===== config.mk =====
export PLATFORM = sky130hd
export DESIGN_NAME = nibble_add_sequencer_flat
export DESIGN_NICKNAME = d
export VERILOG_FILES = /design/src/rtl/nibble_add_pkg.sv /design/src/rtl/nibble_add_sequencer_if.sv /design/src/rtl/nibble_carry_tracker.sv /design/src/rtl/nibble_add_sequencer.sv /design/src/flat_wrapper.sv
export SDC_FILE = /design/constraint.sdc
export NUM_CORES = 1
export LEC_CHECK = 0
export BUFFER_PORTS_ARGS = -buffer_cell sky130_fd_sc_hd__buf_2
export CAP_MARGIN = 30
export CORE_MARGIN = 2
export CORE_UTILIZATION = 40
export DETAILED_ROUTE_END_ITERATION = 16
export HOLD_SLACK_MARGIN = 0.1
export MAX_ROUTING_LAYER = met4
export PLACE_DENSITY_LB_ADDON = 0.3
export SETUP_SLACK_MARGIN = 0.02
export SYNTH_ARGS = -nofsm -noshare
export SYNTH_HDL_FRONTEND = slang
export SYNTH_SLANG_ARGS = --single-unit

===== constraint.sdc =====
create_clock -name clk -period 1.52 [get_ports clk]
set_input_delay 0.228 -clock clk [delete_from_list [all_inputs] [get_ports clk]]
set_output_delay 0.228 -clock clk [all_outputs]
set_load 0.05 [all_outputs]

===== src/rtl/nibble_add_pkg.sv =====
// Shared definitions for the nibble adder sequencer.
// Contains the sequencer state encoding, the nibble width and the limits
// for the adder settle time, plus the range check used at elaboration.
package nibble_add_pkg;

    localparam int NIBBLE_W   = 4;
    localparam int SETTLE_MAX = 15;

    typedef enum logic [1:0] {
        IDLE  = 2'd0,
        DRIVE = 2'd1,
        HOLD  = 2'd2
    } state_t;

    // The settle counter is 4 bits wide, so 1..15 edges are representable.
    function automatic bit settle_ok(input int n);
        return (n >= 1) && (n <= SETTLE_MAX);
    endfunction

endpackage


===== src/rtl/nibble_add_sequencer_if.sv =====
// Operand and result streams of the nibble adder sequencer.
// in_*  : operand nibble stream (valid/ready), flows into the sequencer.
// out_* : captured result stream (valid/ready), flows out of the sequencer.
// slave  modport: the sequencer side.
// master modport: the producer/consumer side (upstream and downstream).
interface nibble_add_sequencer_if
    import nibble_add_pkg::*;
#(
    parameter int IDX_W = 3
) ();

    logic                in_valid;
    logic                in_ready;
    logic [NIBBLE_W-1:0] in_a;
    logic [NIBBLE_W-1:0] in_b;
    logic                in_first;
    logic                in_last;

    logic                out_valid;
    logic                out_ready;
    logic [NIBBLE_W-1:0] out_sum;
    logic                out_cout;
    logic                out_last;
    logic [IDX_W-1:0]    out_idx;

    modport slave (
        input  in_valid, in_a, in_b, in_first, in_last,
        output in_ready,
        output out_valid, out_sum, out_cout, out_last, out_idx,
        input  out_ready
    );

    modport master (
        output in_valid, in_a, in_b, in_first, in_last,
        input  in_ready,
        input  out_valid, out_sum, out_cout, out_last, out_idx,
        output out_ready
    );

endinterface


===== src/rtl/nibble_carry_tracker.sv =====
// Word-level bookkeeping for the nibble adder sequencer.
// Tracks the carry between nibbles of a word, whether a word is open,
// the nibble index within the word and the sticky protocol-error flag.
// Ports:
//   clk, rst     : clock, asynchronous active-high reset
//   accept       : operand nibble accepted this edge
//   in_first     : accepted nibble is flagged as the first of a word
//   capture      : adder result sampled this edge
//   word_last    : the nibble being captured closes its word
//   cout         : adder carry-out being captured
//   cin_next     : carry-in to load onto the adder on accept
//   idx_q        : index of the nibble currently in flight
//   seq_err      : sticky protocol-error flag
module nibble_carry_tracker #(
    parameter int IDX_W = 3
) (
    input  logic             clk,
    input  logic             rst,
    input  logic             accept,
    input  logic             in_first,
    input  logic             capture,
    input  logic             word_last,
    input  logic             cout,
    output logic             cin_next,
    output logic [IDX_W-1:0] idx_q,
    output logic             seq_err
);

    logic carry_q;
    logic word_open_q;
    logic start_new;

    // A continuation with no open word is restarted as a fresh word.
    assign start_new = in_first | ~word_open_q;
    assign cin_next  = start_new ? 1'b0 : carry_q;

    always_ff @(posedge clk or posedge rst) begin
        if (rst) begin
            carry_q     <= 1'b0;
            word_open_q <= 1'b0;
            idx_q       <= '0;
            seq_err     <= 1'b0;
        end else begin
            if (accept) begin
                idx_q <= start_new ? '0 : idx_q + 1'b1;
                if (~in_first & ~word_open_q) begin
                    seq_err <= 1'b1;
                end
            end
            if (capture) begin
                carry_q     <= word_last ? 1'b0 : cout;
                word_open_q <= ~word_last;
            end
        end
    end

endmodule


===== src/rtl/nibble_add_sequencer.sv =====
// Sequencer around a 4-bit ripple adder cell.
// Accepts operand nibbles on a valid/ready stream, holds them static on the
// adder pins for SETTLE_CYCLES edges, then captures sum/carry and offers the
// result downstream. Carry is chained across the nibbles of a word.
// Ports:
//   clk, rst            : clock, asynchronous active-high reset
//   bus (slave)         : operand stream in, result stream out
//   a..a_3, b..b_3, cin : adder input pins (registered, change only on accept)
//   S..S_3, cout        : adder output pins
//   seq_err             : sticky protocol-error flag
module nibble_add_sequencer
    import nibble_add_pkg::*;
#(
    parameter int SETTLE_CYCLES = 2,
    parameter int IDX_W         = 3
) (
    input  logic                        clk,
    input  logic                        rst,
    nibble_add_sequencer_if.slave       bus,
    output logic                        a,
    output logic                        a_1,
    output logic                        a_2,
    output logic                        a_3,
    output logic                        b,
    output logic                        b_1,
    output logic                        b_2,
    output logic                        b_3,
    output logic                        cin,
    input  logic                        S,
    input  logic                        S_1,
    input  logic                        S_2,
    input  logic                        S_3,
    input  logic                        cout,
    output logic                        seq_err
);

    if (!settle_ok(SETTLE_CYCLES)) begin : g_bad_settle
        $error("nibble_add_sequencer: SETTLE_CYCLES must be 1..15");
    end

    localparam logic [3:0] SETTLE_LOAD = 4'(SETTLE_CYCLES - 1);

    state_t              state_q;
    state_t              state_d;
    logic [3:0]          cnt_q;
    logic [NIBBLE_W-1:0] a_q;
    logic [NIBBLE_W-1:0] b_q;
    logic                cin_q;
    logic                last_q;
    logic [NIBBLE_W-1:0] sum_q;
    logic                cout_q;
    logic                out_last_q;
    logic [IDX_W-1:0]    out_idx_q;

    logic                accept;
    logic                capture;
    logic                cin_next;
    logic [IDX_W-1:0]    idx_q;

    assign accept  = bus.in_valid & (state_q == IDLE);
    assign capture = (state_q == DRIVE) & (cnt_q == 4'd0);

    nibble_carry_tracker #(
        .IDX_W (IDX_W)
    ) u_tracker (
        .clk       (clk),
        .rst       (rst),
        .accept    (accept),
        .in_first  (bus.in_first),
        .capture   (capture),
        .word_last (last_q),
        .cout      (cout),
        .cin_next  (cin_next),
        .idx_q     (idx_q),
        .seq_err   (seq_err)
    );

    // State register
    always_ff @(posedge clk or posedge rst) begin
        if (rst) begin
            state_q <= IDLE;
        end else begin
            state_q <= state_d;
        end
    end

    // Next-state logic
    always_comb begin
        state_d = state_q;
        case (state_q)
            IDLE:    if (bus.in_valid)  state_d = DRIVE;
            DRIVE:   if (cnt_q == 4'd0) state_d = HOLD;
            HOLD:    if (bus.out_ready) state_d = IDLE;
            default: state_d = IDLE;
        endcase
    end

    // State-decoded outputs
    always_comb begin
        bus.in_ready  = (state_q == IDLE);
        bus.out_valid = (state_q == HOLD);
    end

    // Adder drive pins and settle counter; pins move only on accept so the
    // ripple never sees a change mid-settle.
    always_ff @(posedge clk or posedge rst) begin
        if (rst) begin
            a_q    <= '0;
            b_q    <= '0;
            cin_q  <= 1'b0;
            last_q <= 1'b0;
            cnt_q  <= 4'd0;
        end else if (accept) begin
            a_q    <= bus.in_a;
            b_q    <= bus.in_b;
            cin_q  <= cin_next;
            last_q <= bus.in_last;
            cnt_q  <= SETTLE_LOAD;
        end else if ((state_q == DRIVE) && (cnt_q != 4'd0)) begin
            cnt_q  <= cnt_q - 4'd1;
        end
    end

    // Result capture; held unchanged through HOLD
    always_ff @(posedge clk or posedge rst) begin
        if (rst) begin
            sum_q      <= '0;
            cout_q     <= 1'b0;
            out_last_q <= 1'b0;
            out_idx_q  <= '0;
        end else if (capture) begin
            sum_q      <= {S_3, S_2, S_1, S};
            cout_q     <= cout;
            out_last_q <= last_q;
            out_idx_q  <= idx_q;
        end
    end

    assign {a_3, a_2, a_1, a} = a_q;
    assign {b_3, b_2, b_1, b} = b_q;
    assign cin                = cin_q;

    assign bus.out_sum  = sum_q;
    assign bus.out_cout = cout_q;
    assign bus.out_last = out_last_q;
    assign bus.out_idx  = out_idx_q;

endmodule

===== src/flat_wrapper.sv =====
// flat-port wrapper written by rule: the top's interface ports become plain ports
module nibble_add_sequencer_flat import nibble_add_pkg::*;
#(
    parameter int SETTLE_CYCLES = 2,
    parameter int IDX_W         = 3
)
  (clk, rst, a, a_1, a_2, a_3, b, b_1, b_2, b_3, cin, S, S_1, S_2, S_3, cout, seq_err, bus_in_valid, bus_in_a, bus_in_b, bus_in_first, bus_in_last, bus_in_ready, bus_out_valid, bus_out_sum, bus_out_cout, bus_out_last, bus_out_idx, bus_out_ready);
  nibble_add_sequencer_if #(.IDX_W(IDX_W)) bus_i ();
  input  logic clk;
  input  logic rst;
  output logic a;
  output logic a_1;
  output logic a_2;
  output logic a_3;
  output logic b;
  output logic b_1;
  output logic b_2;
  output logic b_3;
  output logic cin;
  input  logic S;
  input  logic S_1;
  input  logic S_2;
  input  logic S_3;
  input  logic cout;
  output logic seq_err;
  input wire logic [$bits(bus_i.in_valid)-1:0] bus_in_valid;
  input wire logic [$bits(bus_i.in_a)-1:0] bus_in_a;
  input wire logic [$bits(bus_i.in_b)-1:0] bus_in_b;
  input wire logic [$bits(bus_i.in_first)-1:0] bus_in_first;
  input wire logic [$bits(bus_i.in_last)-1:0] bus_in_last;
  output wire logic [$bits(bus_i.in_ready)-1:0] bus_in_ready;
  output wire logic [$bits(bus_i.out_valid)-1:0] bus_out_valid;
  output wire logic [$bits(bus_i.out_sum)-1:0] bus_out_sum;
  output wire logic [$bits(bus_i.out_cout)-1:0] bus_out_cout;
  output wire logic [$bits(bus_i.out_last)-1:0] bus_out_last;
  output wire logic [$bits(bus_i.out_idx)-1:0] bus_out_idx;
  input wire logic [$bits(bus_i.out_ready)-1:0] bus_out_ready;
  assign bus_i.in_valid = bus_in_valid;
  assign bus_i.in_a = bus_in_a;
  assign bus_i.in_b = bus_in_b;
  assign bus_i.in_first = bus_in_first;
  assign bus_i.in_last = bus_in_last;
  assign bus_in_ready = bus_i.in_ready;
  assign bus_out_valid = bus_i.out_valid;
  assign bus_out_sum = bus_i.out_sum;
  assign bus_out_cout = bus_i.out_cout;
  assign bus_out_last = bus_i.out_last;
  assign bus_out_idx = bus_i.out_idx;
  assign bus_i.out_ready = bus_out_ready;
  nibble_add_sequencer #(.SETTLE_CYCLES(SETTLE_CYCLES), .IDX_W(IDX_W)) u_core (.clk(clk), .rst(rst), .bus(bus_i), .a(a), .a_1(a_1), .a_2(a_2), .a_3(a_3), .b(b), .b_1(b_1), .b_2(b_2), .b_3(b_3), .cin(cin), .S(S), .S_1(S_1), .S_2(S_2), .S_3(S_3), .cout(cout), .seq_err(seq_err));
endmodule

==> impl_summary.md <==
Layout
The final non-filler cell area is 1940 um^2. The top cell types in the final layout, fill and taps aside, are sky130_fd_sc_hd__nand2_1, sky130_fd_sc_hd__buf_2, sky130_fd_sc_hd__dfrtp_1. The filler-free cell count of the finished design is 240. The layout filler cell count is 300. The number of antenna diodes in the final layout is 0. The number of nets in the finished design is 215. Compared with the post-synthesis result, the final layout area differs by 39.7%. The fraction of final layout cells with drive strength greater than 1 is 42.8%.

Power
Dividing total power by cell area gives a power density of 2390 nW/um^2. In this run the static leakage power is 1.05 nW. Power comes to 0.00464 W. The worst IR drop on VDD is 1.12 mV.

Critical path
The number of buffers and inverters on the critical path is 1. The critical path is of the reg2reg type. The signal on the critical path passes through inv_2 > ha_4 > nor3b_4 > nand2_2 > mux2_4.

STA puts the critical path data arrival time at 1.72 ns. STA classifies the critical path startpoint as a register. In this run the register-to-register setup slack is 0.02 ns. The slowest stage of the critical path is the sky130_fd_sc_hd__dfrtp_1 cell. The cell family contributing the most delay on the critical path is simple AND/OR/NAND/NOR gates. The required time of the worst setup path is 1.74 ns. The worst setup path is captured at a register. In this design, the stage delay of the slowest critical-path cell is 0.40 ns.

The largest fanout on the critical path is 5.

Synthesis
After synthesis, flip-flops and latches occupy 55.9% of the total area. The number of distinct library cells after synthesis is 27. The async set-or-reset flop fraction in the synthesized netlist is 100%. After synthesis, the mean cell area works out to 11.2 um^2. The number of nets handed over by synthesis was 146.

The netlist area before placement is 1390 um^2. After synthesis the netlist holds a flip-flop and latch count of 31. During synthesis, Yosys emitted a total of 0 warnings. The number of enable flip-flop cells after synthesis is 0. The main flop type after synthesis is sky130_fd_sc_hd__dfrtp_1. Synthesis produced a netlist whose cell count is 124.

Clocking
The number of clock buffers inserted by TritonCTS is 5. The clock-pin slew reported for the worst setup and hold paths after clock tree synthesis is 0.09 ns. For this design, the sink count on the clock tree is 31. The number of buffers on the longest clock path is 2. The clock root buffer is sky130_fd_sc_hd__clkbuf_4.

The clock tree from TritonCTS is built. Clock latency on the worst-skew pair, taken at its later pin, is 0.33 ns. The level count of the clock H-tree is 2.

Route
The first TritonRoute pass finished after 5 iterations. For this block, the initial DRC count from the detailed router was 65. In the final routed layout, each cell accounts on average for 12.5 um. The number of nets still failing antenna checks after routing is 0. The number of remaining DRC errors is 0.

The post-detailed-routing wire length is 2.99 mm. In the routed layout, each cell is associated on average with a via count of 4.70. The number of vias after detailed routing is 1129.

STA
After layout, the worst setup slack is 0.0222 ns. Setup violations remaining at the end of the flow were counted as 0. The maximum clock frequency is 668 MHz. The worst pin sits at a relative slew slack of 60.8%. In the finished design, the share of the clock period the worst path needs comes to 98.5%. Hold is met by 0.103 ns. The worst path needs 1.50 ns of the cycle, external delays included. The final number of max-transition violations is 0. The count of endpoints failing hold in the final timing report came to 0. Setup repair after global routing could not meet its margin everywhere. The slew at the pin with the worst max-slew slack is 0.587 ns.

The worst clock skew on the final layout is 0.00826 ns.

Die
The total number of placement rows is 21. In this run the count of I/O pins placed on the die edge is 40. After floorplanning, the core was sized to cover 3340 um^2.

The die width is 62.9 um. The floorplan die area is 3960 um^2. The overall die height is 62.9 um. Once the floorplan was initialized, standard cells occupied 41.6% of the core.

Global route
For this run, the total global-route usage over all layers was measured as 16.7%. The number of global-route vias before repair is 1067. Entering global routing, the biggest net connects 20 pins. The total overflow reported by the global router is 0.

The wire length of the first global-routing pass is 4.90 mm. The initial antenna violation count is 0.

Placement
The worst slack after detailed placement is -0.0573 ns. Including well taps, the total number of placed cells is 211. The cell area after placement is 1680 um^2.

Detailed placement finished with a half-perimeter wire length of 1.91 mm. The number of buffer cells added on primary ports is 39. The placer's final routability congestion estimate is 0.765.

Flow run
The number of violations of the max-capacitance limit is 0.

Min path
In this run the worst hold path is classified as in2reg.

Status
The flow ran to the end, and the final reports show no timing, DRC or antenna violations.
through the flow:
stage | utilization [%] | TNS (ns)
finish | 58.2 | 0
global route | 58.2 | -0.632
CTS | 56.2 | 0
detailed placement | 50.3 | -0.495
global placement | 50.3 | 0
floorplan | - | 0
kinds of logic (layout without fill, tap and decap cells):
family / Yosys count / in the layout / synth area share, %
adder cells (fa/ha/maj): 3 / 3 / 2.70
flip-flops: 31 / 31 / 55.9
multiplexers: 12 / 12 / 12.0
AND/OR/NAND/NOR: 58 / 59 / 21.0
AO/OA/AOI/OAI: 10 / 10 / 4.23
buffers and inverters: 10 / 79 / 4.23
power breakdown:
group	switching [W]	leakage, nW	internal [W]	total [W]
Clock	0.000271	0.0293	0.000180	0.000451
Combinational	0.00168	0.640	0.00104	0.00272
Sequential	0.000262	0.382	0.00121	0.00147
Total	0.00221	1.05	0.00243	0.00464
worst paths after layout:
| path | start | endpoint | cells after the start |
|---|---|---|---|
| max in group asynchronous | rst | u_core.last_q | 4 |
| hold / removal | bus_out_ready | u_core.state_q[1] | 2 |
| min in group asynchronous | rst | u_core.cnt_q[0] | 3 |
| setup reg to reg | u_core.cnt_q[0] | u_core.bus.out_idx[1] | 5 |
| setup / recovery | u_core.cnt_q[0] | u_core.bus.out_idx[1] | 5 |
| hold reg to reg | u_core.u_tracker.seq_err | u_core.u_tracker.seq_err | 1 |
sequential cells by signal (all words and copies together), names as in the netlist:
signal	flops
u_core.u_tracker.seq_err	1
u_core.bus.out_sum	4
u_core.bus.out_idx	3
u_core.u_tracker.idx_q	3
u_core.last_q	1
u_core.bus.out_last	1
u_core.b_q	4
u_core.bus.out_cout	1
u_core.state_q	2
u_core.u_tracker.word_open_q	1
u_core.cin	1
u_core.cnt_q	4
u_core.a_q	4
u_core.u_tracker.carry_q	1
synthesized netlist by cell type, drive strengths merged, types with 2 or more instances:
master  count  share of area, %
nand3       3               1.1
nor3b       2               2.3
mux2i       2               1.4
ha          3               2.7
nor3        3               1.1
nand2      38                10
buf         5               2.9
a31oi       2              0.90
mux2       10                11
or3b        2               1.3
dfrtp      31                56
a21oi       2              0.72
o21ai       4               1.4
nor2b       3               1.9
inv         5               1.4
nor2        4               1.1
per-layer routing:
metal	track usage (%)	share of wire (%)	vias to the layer above
met3	5.59	4.8	8
li1	-	-	546
met2	26.9	51	35
met5	-	0	-
met4	5.83	1.7	0
met1	19.4	43	540
cell type report:
type | instances | area, um^2 | area share, %
Clock buffer | 7 | 45.0 | 2.32
Timing Repair Buffer | 66 | 457 | 23.5
Sequential cell | 31 | 777 | 40.0
Clock inverter | 1 | 5.00 | 0.258
Multi-Input combinational cell | 84 | 581 | 29.9
Tap cell | 46 | 57.6 | 2.97
Inverter | 5 | 18.8 | 0.967
what timing repair did:
action                                  in CTS  in global routing
setup buffers                                5                  5
hold endpoints to repair                    20                  1
gates resized for setup                      7                  3
gates cloned                                 1                  0
endpoints found under the setup margin      12                 16
pin swaps                                    3                  3
hold buffers                                 9                  1
Power figures use the tool's default switching activity.
